$ cat src/rtl/energy_logger_pkg.sv
// Shared types and width helpers for the energy sample logger.
// Record layout is {ch, data}; the typedef is sized from the default parameters.
package energy_logger_pkg;

    localparam int DATA_W_DEF     = 8;
    localparam int NUM_CH_DEF     = 4;
    localparam int AVG_LOG2_DEF   = 2;
    localparam int FIFO_DEPTH_DEF = 8;

    function automatic int ch_width(input int num_ch);
        return (num_ch < 2) ? 1 : $clog2(num_ch);
    endfunction

    // Sum of 2^avg_log2 samples of data_w bits never exceeds data_w+avg_log2 bits
    function automatic int acc_width(input int data_w, input int avg_log2);
        return data_w + avg_log2;
    endfunction

    localparam int CH_W_DEF  = ch_width(NUM_CH_DEF);
    localparam int ACC_W_DEF = acc_width(DATA_W_DEF, AVG_LOG2_DEF);

    typedef struct packed {
        logic [CH_W_DEF-1:0]   ch;
        logic [DATA_W_DEF-1:0] data;
    } log_rec_t;

endpackage

$ cat src/rtl/logger_fifo.sv
// Synchronous record FIFO with a registered read port.
// A write while full is accepted only when a pop happens on the same edge.
module logger_fifo #(
    parameter int W     = 12,
    parameter int DEPTH = 8
) (
    input  logic         clk,
    input  logic         rst_n,
    input  logic         wr_en,
    input  logic [W-1:0] wr_data,
    input  logic         rd_en,
    output logic         r_valid,
    output logic [W-1:0] r_data,
    output logic         empty,
    output logic         full,
    output logic         drop
);

    localparam int AW = $clog2(DEPTH);

    logic [W-1:0]  mem [DEPTH];
    logic [AW-1:0] wr_ptr;
    logic [AW-1:0] rd_ptr;
    logic [AW:0]   count;
    logic [AW:0]   count_next;
    logic          do_rd;
    logic          do_wr;

    assign do_rd      = rd_en && !empty;
    assign do_wr      = wr_en && (!full || do_rd);
    assign drop       = wr_en && full && !do_rd;
    assign count_next = count + (AW+1)'(do_wr) - (AW+1)'(do_rd);

    // Storage has no reset; occupancy is tracked by count and the pointers
    always_ff @(posedge clk) begin
        if (do_wr) begin
            mem[wr_ptr] <= wr_data;
        end
    end

    always_ff @(posedge clk or negedge rst_n) begin
        if (!rst_n) begin
            wr_ptr  <= '0;
            rd_ptr  <= '0;
            count   <= '0;
            r_valid <= 1'b0;
            r_data  <= '0;
            empty   <= 1'b1;
            full    <= 1'b0;
        end else begin
            r_valid <= do_rd;
            if (do_rd) begin
                r_data <= mem[rd_ptr];
                rd_ptr <= rd_ptr + AW'(1);
            end
            if (do_wr) begin
                wr_ptr <= wr_ptr + AW'(1);
            end
            count <= count_next;
            empty <= (count_next == '0);
            full  <= (count_next == (AW+1)'(DEPTH));
        end
    end

endmodule

$ cat src/rtl/energy_sample_logger.sv
// Multi-channel windowed averaging logger feeding a record FIFO.
// Optional per-channel threshold alarm enabled by defining LOGGER_ALARM_EN.
module energy_sample_logger
    import energy_logger_pkg::*;
#(
    parameter int DATA_W     = DATA_W_DEF,
    parameter int NUM_CH     = NUM_CH_DEF,
    parameter int AVG_LOG2   = AVG_LOG2_DEF,
    parameter int FIFO_DEPTH = FIFO_DEPTH_DEF,
    localparam int CH_W      = ch_width(NUM_CH)
) (
    input  logic              clk,
    input  logic              rst_n,
    input  logic              ena,
    input  logic              s_valid,
    input  logic [CH_W-1:0]   s_ch,
    input  logic [DATA_W-1:0] s_data,
    input  logic              rd_en,
    input  logic              clr_ovf,
    input  logic [DATA_W-1:0] alarm_thr,
    output logic              r_valid,
    output logic [DATA_W-1:0] r_data,
    output logic [CH_W-1:0]   r_ch,
    output logic              empty,
    output logic              full,
    output logic              overflow,
    output logic [NUM_CH-1:0] alarm
);

    localparam int ACC_W = acc_width(DATA_W, AVG_LOG2);
    // A zero-length counter is not legal, so AVG_LOG2=0 keeps one bit pinned at 0
    localparam int CNT_W = (AVG_LOG2 > 0) ? AVG_LOG2 : 1;
    localparam logic [CNT_W-1:0] WIN_LAST = CNT_W'((1 << AVG_LOG2) - 1);
    localparam int REC_W = CH_W + DATA_W;

    logic [ACC_W-1:0]  acc [NUM_CH];
    logic [CNT_W-1:0]  cnt [NUM_CH];

    logic              accept;
    logic              win_done;
    logic [ACC_W-1:0]  sum;
    logic [ACC_W-1:0]  sum_shift;
    logic [DATA_W-1:0] avg;
    logic              rec_wr;
    logic              rec_drop;
    logic [REC_W-1:0]  rec_in;
    logic [REC_W-1:0]  rec_out;

    assign accept    = ena && s_valid;
    assign win_done  = (cnt[s_ch] == WIN_LAST);
    assign sum       = acc[s_ch] + ACC_W'(s_data);
    assign sum_shift = sum >> AVG_LOG2;
    assign avg       = sum_shift[DATA_W-1:0];
    assign rec_wr    = accept && win_done;
    assign rec_in    = {s_ch, avg};

    always_ff @(posedge clk or negedge rst_n) begin
        if (!rst_n) begin
            for (int i = 0; i < NUM_CH; i++) begin
                acc[i] <= '0;
                cnt[i] <= '0;
            end
        end else if (accept) begin
            if (win_done) begin
                acc[s_ch] <= '0;
                cnt[s_ch] <= '0;
            end else begin
                acc[s_ch] <= sum;
                cnt[s_ch] <= cnt[s_ch] + CNT_W'(1);
            end
        end
    end

    logger_fifo #(
        .W     (REC_W),
        .DEPTH (FIFO_DEPTH)
    ) u_fifo (
        .clk     (clk),
        .rst_n   (rst_n),
        .wr_en   (rec_wr),
        .wr_data (rec_in),
        .rd_en   (rd_en),
        .r_valid (r_valid),
        .r_data  (rec_out),
        .empty   (empty),
        .full    (full),
        .drop    (rec_drop)
    );

    assign r_ch   = rec_out[REC_W-1:DATA_W];
    assign r_data = rec_out[DATA_W-1:0];

    // A drop coinciding with clr_ovf leaves the flag set
    always_ff @(posedge clk or negedge rst_n) begin
        if (!rst_n) begin
            overflow <= 1'b0;
        end else if (rec_drop) begin
            overflow <= 1'b1;
        end else if (clr_ovf) begin
            overflow <= 1'b0;
        end
    end

`ifdef LOGGER_ALARM_EN
    // Updated on every completed window, whether the record was stored or dropped
    always_ff @(posedge clk or negedge rst_n) begin
        if (!rst_n) begin
            alarm <= '0;
        end else if (rec_wr) begin
            alarm[s_ch] <= (avg > alarm_thr);
        end
    end
`else
    logic unused_alarm_thr;
    assign unused_alarm_thr = ^alarm_thr;
    assign alarm            = '0;
`endif

endmodule

$ cat config.mk
export PLATFORM = sky130hd
export DESIGN_NAME = energy_sample_logger
export DESIGN_NICKNAME = d
export VERILOG_FILES = /design/src/rtl/energy_logger_pkg.sv /design/src/rtl/logger_fifo.sv /design/src/rtl/energy_sample_logger.sv
export SDC_FILE = /design/constraint.sdc
export NUM_CORES = 1
export LEC_CHECK = 0
export ABC_AREA = 1
export ABC_CLOCK_PERIOD_IN_PS = 3500
export CAP_MARGIN = 20
export CORE_UTILIZATION = 30
export DETAILED_ROUTE_END_ITERATION = 7
export DONT_BUFFER_PORTS = 1
export MAX_ROUTING_LAYER = met4
export PLACE_DENSITY_LB_ADDON = 0.15
export SETUP_SLACK_MARGIN = 0.4
export SLEW_MARGIN = 20
export SYNTH_ARGS = -nofsm -noshare
export SYNTH_HDL_FRONTEND = slang
export SYNTH_HIERARCHICAL = 1
export SYNTH_SLANG_ARGS = --single-unit
$ cat constraint.sdc
create_clock -name clk -period 3.5 [get_ports clk]
set_clock_uncertainty 0.05 [all_clocks]
set_input_delay 0.7 -clock clk [delete_from_list [all_inputs] [get_ports clk]]
set_output_delay 0.7 -clock clk [all_outputs]
set_load 0.05 [all_outputs]
## Word level (Yosys, flattened, before mapping)

Memory sizes are Yosys's and may differ from the RTL's. A register that Yosys moved wholly into a read port is not among the register bits.
Index checks and enable logic that the tools add are counted.

| storage, ports and cells | value |
|---|---|
| input bits | 24 |
| output and inout bits | 18 |
| memory bits (writable) | 80 |
| register bits | 62 |
| memories kept | 1 |

Memories:

| memory | words | width | rd ports | clocked after Yosys merged registers in | write ports | RTL line | RTL |
|---|---|---|---|---|---|---|---|
| u_fifo.mem | 8 | 10 | 1 | 1 | 1 | logger_fifo.sv:21 | `logic [W-1:0] mem [DEPTH];` |

| operators by class | value |
|---|---|
| eq/ne operators | 2 |
| bitwise gates (word level) | 5 |
| mux-type cells | 18 |
| reduce and logical (&&, ||, !) cells | 14 |
| add/sub/neg operators | 6 |
| $lt $le $gt $ge | 2 |

Operator list:

| cell | count |
|---|---|
| $and A40 B40 Y40 | 1 |
| $bwmux W40 | 1 |
| $mux W40 | 1 |
| $not A40 Y40 | 1 |
| $mux W10 | 3 |
| $bmux W10 S2 | 1 |
| $demux W10 S2 | 1 |
| $add A10 B8 Y10 | 1 |
| $and A8 B8 Y8 | 1 |
| $bwmux W8 | 1 |
| $mux W8 | 1 |
| $not A8 Y8 | 1 |
| $logic_and A1 B1 Y1 | 7 |
| $add A3 B1 Y3 const B | 2 |
| $mux W2 | 3 |
| $add A4 B1 Y4 | 1 |
| $bmux W2 S2 | 1 |
| $demux W2 S2 | 1 |
| $eq A4 B4 Y1 const B | 1 |
| $logic_not A1 Y1 | 4 |
| $logic_not A4 Y1 | 1 |
| $mux W1 | 4 |
| $sub A4 B1 Y4 | 1 |
| $ge A3 B3 Y1 const B | 1 |
| 6 further kinds | 6 |

## Depth between registers and ports, before layout

| logic depth | value |
|---|---|
| depth after elaboration | 10 |
| mapped depth | 21 |
| gate-level depth less buffers | 19 |

## By module

The synthesis kept the hierarchy.

Modules (own cells, without submodules):

| module | cells an instance | instances | area an instance (um^2) |
|---|---|---|---|
| logger_fifo | 423 | 1 | 4414.2 |
| energy_sample_logger | 334 | 1 | 2621.3 |

## Worst setup path after synthesis

OpenSTA, ideal clock, no wires.

| path | value |
|---|---|
| path type | in2reg |
| start | input s_ch[0] |
| end | register u_fifo.empty |
| setup time | 67 ps |
| data arrival time | 3426 ps |
| setup slack | -43 ps |
| required time | 3383 ps |
| stages on the path | 21 |
| path through | inv_1 nor2_1 buf_4 a22oi_1 o221ai_1 ha_1 inv_1 clkbuf_1 nor2_1 inv_1 a21oi_4 inv_2 ha_1 inv_1 ha_1 inv_1 fa_1 inv_1 nor2_1 nand2_1 nor2_1 |

| between the ends | value |
|---|---|
| word-level cells in the longest chain between the ends | 10 |

RTL lines:

| what | RTL line | RTL |
|---|---|---|
| start, declared | energy_sample_logger.sv:16 | `input logic [CH_W-1:0] s_ch,` |
| $not A2 Y3 (implied by the code) | energy_sample_logger.sv:50 | `assign win_done = (cnt[s_ch] == WIN_LAST);` |
| $bmux W2 S2 | energy_sample_logger.sv:50 |  |
| $mux W2 (implied by the code) (2 in series) | energy_sample_logger.sv:50 |  |
| $eq A2 B2 Y1 | energy_sample_logger.sv:50 |  |
| $logic_and A1 B1 Y1 | energy_sample_logger.sv:54 | `assign rec_wr = accept && win_done;` |
| net rec_wr | energy_sample_logger.sv:44 | `logic rec_wr;` |
| $logic_and A1 B1 Y1 | logger_fifo.sv:30 | `assign do_wr = wr_en && (!full \|\| do_rd);` |
| $add A4 B1 Y4 | logger_fifo.sv:32 | `assign count_next = count + (AW+1)'(do_wr) - (AW+1)'(do_rd);` |
| $sub A4 B1 Y4 | logger_fifo.sv:32 |  |
| net u_fifo.count_next[1] | logger_fifo.sv:25 | `logic [AW:0] count_next;` |
| $logic_not A4 Y1 | logger_fifo.sv:60 | `empty <= (count_next == '0);` |
| end signal, assigned | logger_fifo.sv:60 |  |
| end, declared | logger_fifo.sv:14 | `output logic empty,` |

The timed path passes the listed nets, and every way through them passes these cells. The select of a mux whose other input is x is not followed.
A chain may end at the register's enable or synchronous reset.

## Worst setup path after layout

| path | value |
|---|---|
| start | input s_ch[0] |
| end | memory u_fifo/mem[5][4] (netlist name), data pin |

| between the ends | value |
|---|---|
| word-level cells in the longest chain between the ends | 5 |

RTL lines:

| what | RTL line | RTL |
|---|---|---|
| $not A2 Y3 (implied by the code) | energy_sample_logger.sv:51 | `assign sum = acc[s_ch] + ACC_W'(s_data);` |
| $bmux W10 S2 | energy_sample_logger.sv:51 |  |
| $mux W10 (implied by the code) (2 in series) | energy_sample_logger.sv:51 |  |
| $add A10 B8 Y10 | energy_sample_logger.sv:51 |  |
| net sum[6] | energy_sample_logger.sv:41 | `logic [ACC_W-1:0] sum;` |
| end, declared | logger_fifo.sv:21 |  |

The timed path passes the listed nets, and every way through them passes these cells. The select of a mux whose other input is x is not followed.

==> results.md <==
- Status: completed
- Type of destination of the critical path: flip-flop
- Peak VDD IR: 0.305 mV
- FMAX: 0.350 GHz
- Clk pin slew, worst setup/hold paths: 70 ps
- Buffers on Ports: 0
- Fraction of layout cells with a size suffix above 1: 10.8%
- Met1 Track Usage GR: 18.6%
- Post-CTS Hold Buffers: 1
- Final Hold Fails: 0
- First-pass GRT wire length: 26,500 um
- Synthesized area per cell: 9.29 sq um
- Diodes inserted: 0
- Rows: 55
- Worst endpoint required time: 3530 ps
- Final min period: 2860 ps
- Detail Route Antenna Nets: 0
- Die height: 155 um
- Rel. slew slack: 48.1%
- Distinct cells, synth: 35
- DPL Wire Length: 10,700 um
- Leakage: 3.68 nW
- RSZ-0062 raised after global routing: false
- Number of global-route vias before repair: 4,809
- Power per cell area: 828 nW/um^2
- Final period utilization: 81.7%
- Tot Pwr: 6.73 mW
- Cells after synthesis: 757
- Commonest non-fill, non-tap cell in the layout: nand2_1
- Post-route DRC: 0
- TritonCTS clock tree: built
- WL final: 16,700 um
- DIE WIDTH: 155 um
- Met2 Usage GRT: 25.3%
- Final setup fails: 0
- DR pass1 iterations: 4
- GR peak layer: met2
- Hold/Removal Path Class: in2async
- Final TNS setup: 0 ps
- Post-CTS Setup Repair Bufs: 0
- Die area: 24,100 sq um
- Clock buffer depth: 2
- Post-layout net count: 814
- Post-synthesis register bit count: 152
- H-tree levels: 4
- Initial Util: 30.8%
- GRT overflow: 0
- Max-slew violations: 0
- FILL cells: 2,364
- Wire per inst: 15.2 um
- DRT iter0 DRCs: 263
- Kind of critical path: in2reg
- CTS resizes: 0
- Clock root buffer: clkbuf_16
- Most frequent cells in the layout: nand2_1, inv_1, edfxtp_1
- TritonCTS buffer count: 17
- GR Layer Usage met3: 3.31%
- Synthesized area: 7040 sq um
- Clk_lat worst skew: 420 ps
- Initial antenna violation count: 0
- Via Count: 4,928
- Area Overhead vs Synth: 15.4%
- Overall Global Routing Usage: 15.2%
- Largest net degree at the start of global routing: 72
- YS warnings: 6
- Core Box Area: 22,800 sq um
- Total of max-cap violations: 0
- Critical path fanouts, max: 13
- Top-Level Pins: 42
- Register area share after synthesis: 59.8%
- Slew @ Worst Pin: 778 ps
- Clk sink count: 152
- Worst Path Arrival: 2890 ps
- Vias/cell: 4.48
- Final Wtd Congestion: 0.769
- Setup crit start kind: input pin
==> flip-flops by register name (all words and copies together), names as in the netlist <==
name and flops:
u_fifo/r_valid 1, u_fifo/count 4, u_fifo/empty 1, overflow 1, cnt 8, u_fifo/r_data 10
acc 40, u_fifo/rd_ptr 3, u_fifo/full 1, u_fifo/wr_ptr 3, u_fifo/mem 80
==> cell usage after synthesis <==
cell type,instances,area (sq um)
conb_1,1,3.75
o21a_1,1,7.51
nand2_1,238,893
and2_2,1,7.51
or2_2,1,6.26
o22ai_1,1,6.26
inv_2,3,11.3
nand2_2,2,12.5
inv_1,111,417
dfrtp_1,71,1780
dfstp_2,1,26.3
nor2_2,6,37.5
buf_1,1,3.75
and2_1,1,6.26
edfxtp_1,80,2400
nand4_1,2,12.5
fa_1,2,40.0
nand3_2,1,10.0
a21oi_4,1,16.3
nand3b_1,2,15.0
buf_4,8,60.1
a21oi_1,16,80.1
a22oi_1,13,97.6
o211ai_1,1,7.51
xnor2_1,3,26.3
nor2_1,36,135
xor2_1,8,70.1
o221ai_1,3,26.3
clkbuf_1,7,26.3
or2_4,1,8.76
ha_1,15,188
o21ai_0,30,150
nand3_1,74,370
o21bai_1,1,7.51
buf_2,14,70.1
==> worst paths after layout <==
path	from	end	slack (ps)	depth (start not counted)
max	s_ch[0]	u_fifo/mem[5][4]	640	15
min	rst_n	u_fifo/empty	60	0
max reg2reg	cnt[0]	u_fifo/full	840	17
min reg2reg	acc[16]	acc[16]	430	2
max in group asynchronous	rst_n	acc[8]	2970	1
min in group clk	clr_ovf	overflow	310	1
==> routing by layer <==
layer	routed length [um]	share of wire [%]
met1	7460	45
met2	8360	50
met3	686	4.1
met4	161	0.97
met5	0	0
==> critical path, stage by stage <==
cell and delay [ps]:
inv_12 20, nor2_4 230, buf_4 210, a22oi_1 70, o221ai_1 80, ha_1 230, inv_1 60, fa_1 400
nand3b_1 180, nand2_1 120, nand2_1 80, nor2_1 130, nor2_1 60, nand2_1 60, nand2_1 240
==> cells by family after synthesis <==
group	synth area share [%]
AO/OA/AOI/OAI	5.67
other	0.0533
flip-flops	59.8
AND/OR/NAND/NOR	21.5
adder cells (fa/ha/maj)	3.24
buffers and inverters	8.36
XOR/XNOR	1.37
==> report_power, final <==
group	internal [mW]	total, mW	switching, mW
registers	2.44	2.90	0.458
logic	0.700	2.10	1.40
clock network	0.982	1.73	0.748
total	4.12	6.73	2.60
==> cell type report <==
type,count,area (sq um),share of cell area [%]
well taps,313,392,4.82
flip-flops and latches,152,4210,51.8
multi-input cells,464,2320,28.6
inverters,114,440,5.42
clock inverters,10,85.1,1.05
repair buffers,24,200,2.47
clock buffers,22,475,5.86
==> stage by stage <==
| stage | area [sq um] | cells | hold WS (ps) | setup slack, ps | utilization [%] |
|---|---|---|---|---|---|
| floorplan | 7150 | 760 | 354 | 321 | - |
| global placement | 7530 | 1066 | 356 | 215 | 33.0 |
| detailed placement | 7530 | 1066 | 356 | 205 | 33.0 |
| CTS | 8120 | 1099 | 36.2 | 663 | 35.5 |
| global route | 8120 | 1099 | 38.3 | 433 | 35.5 |
| finish | 8120 | 1099 | 61.7 | 640 | 35.5 |
(Power assumes the default switching activity.)
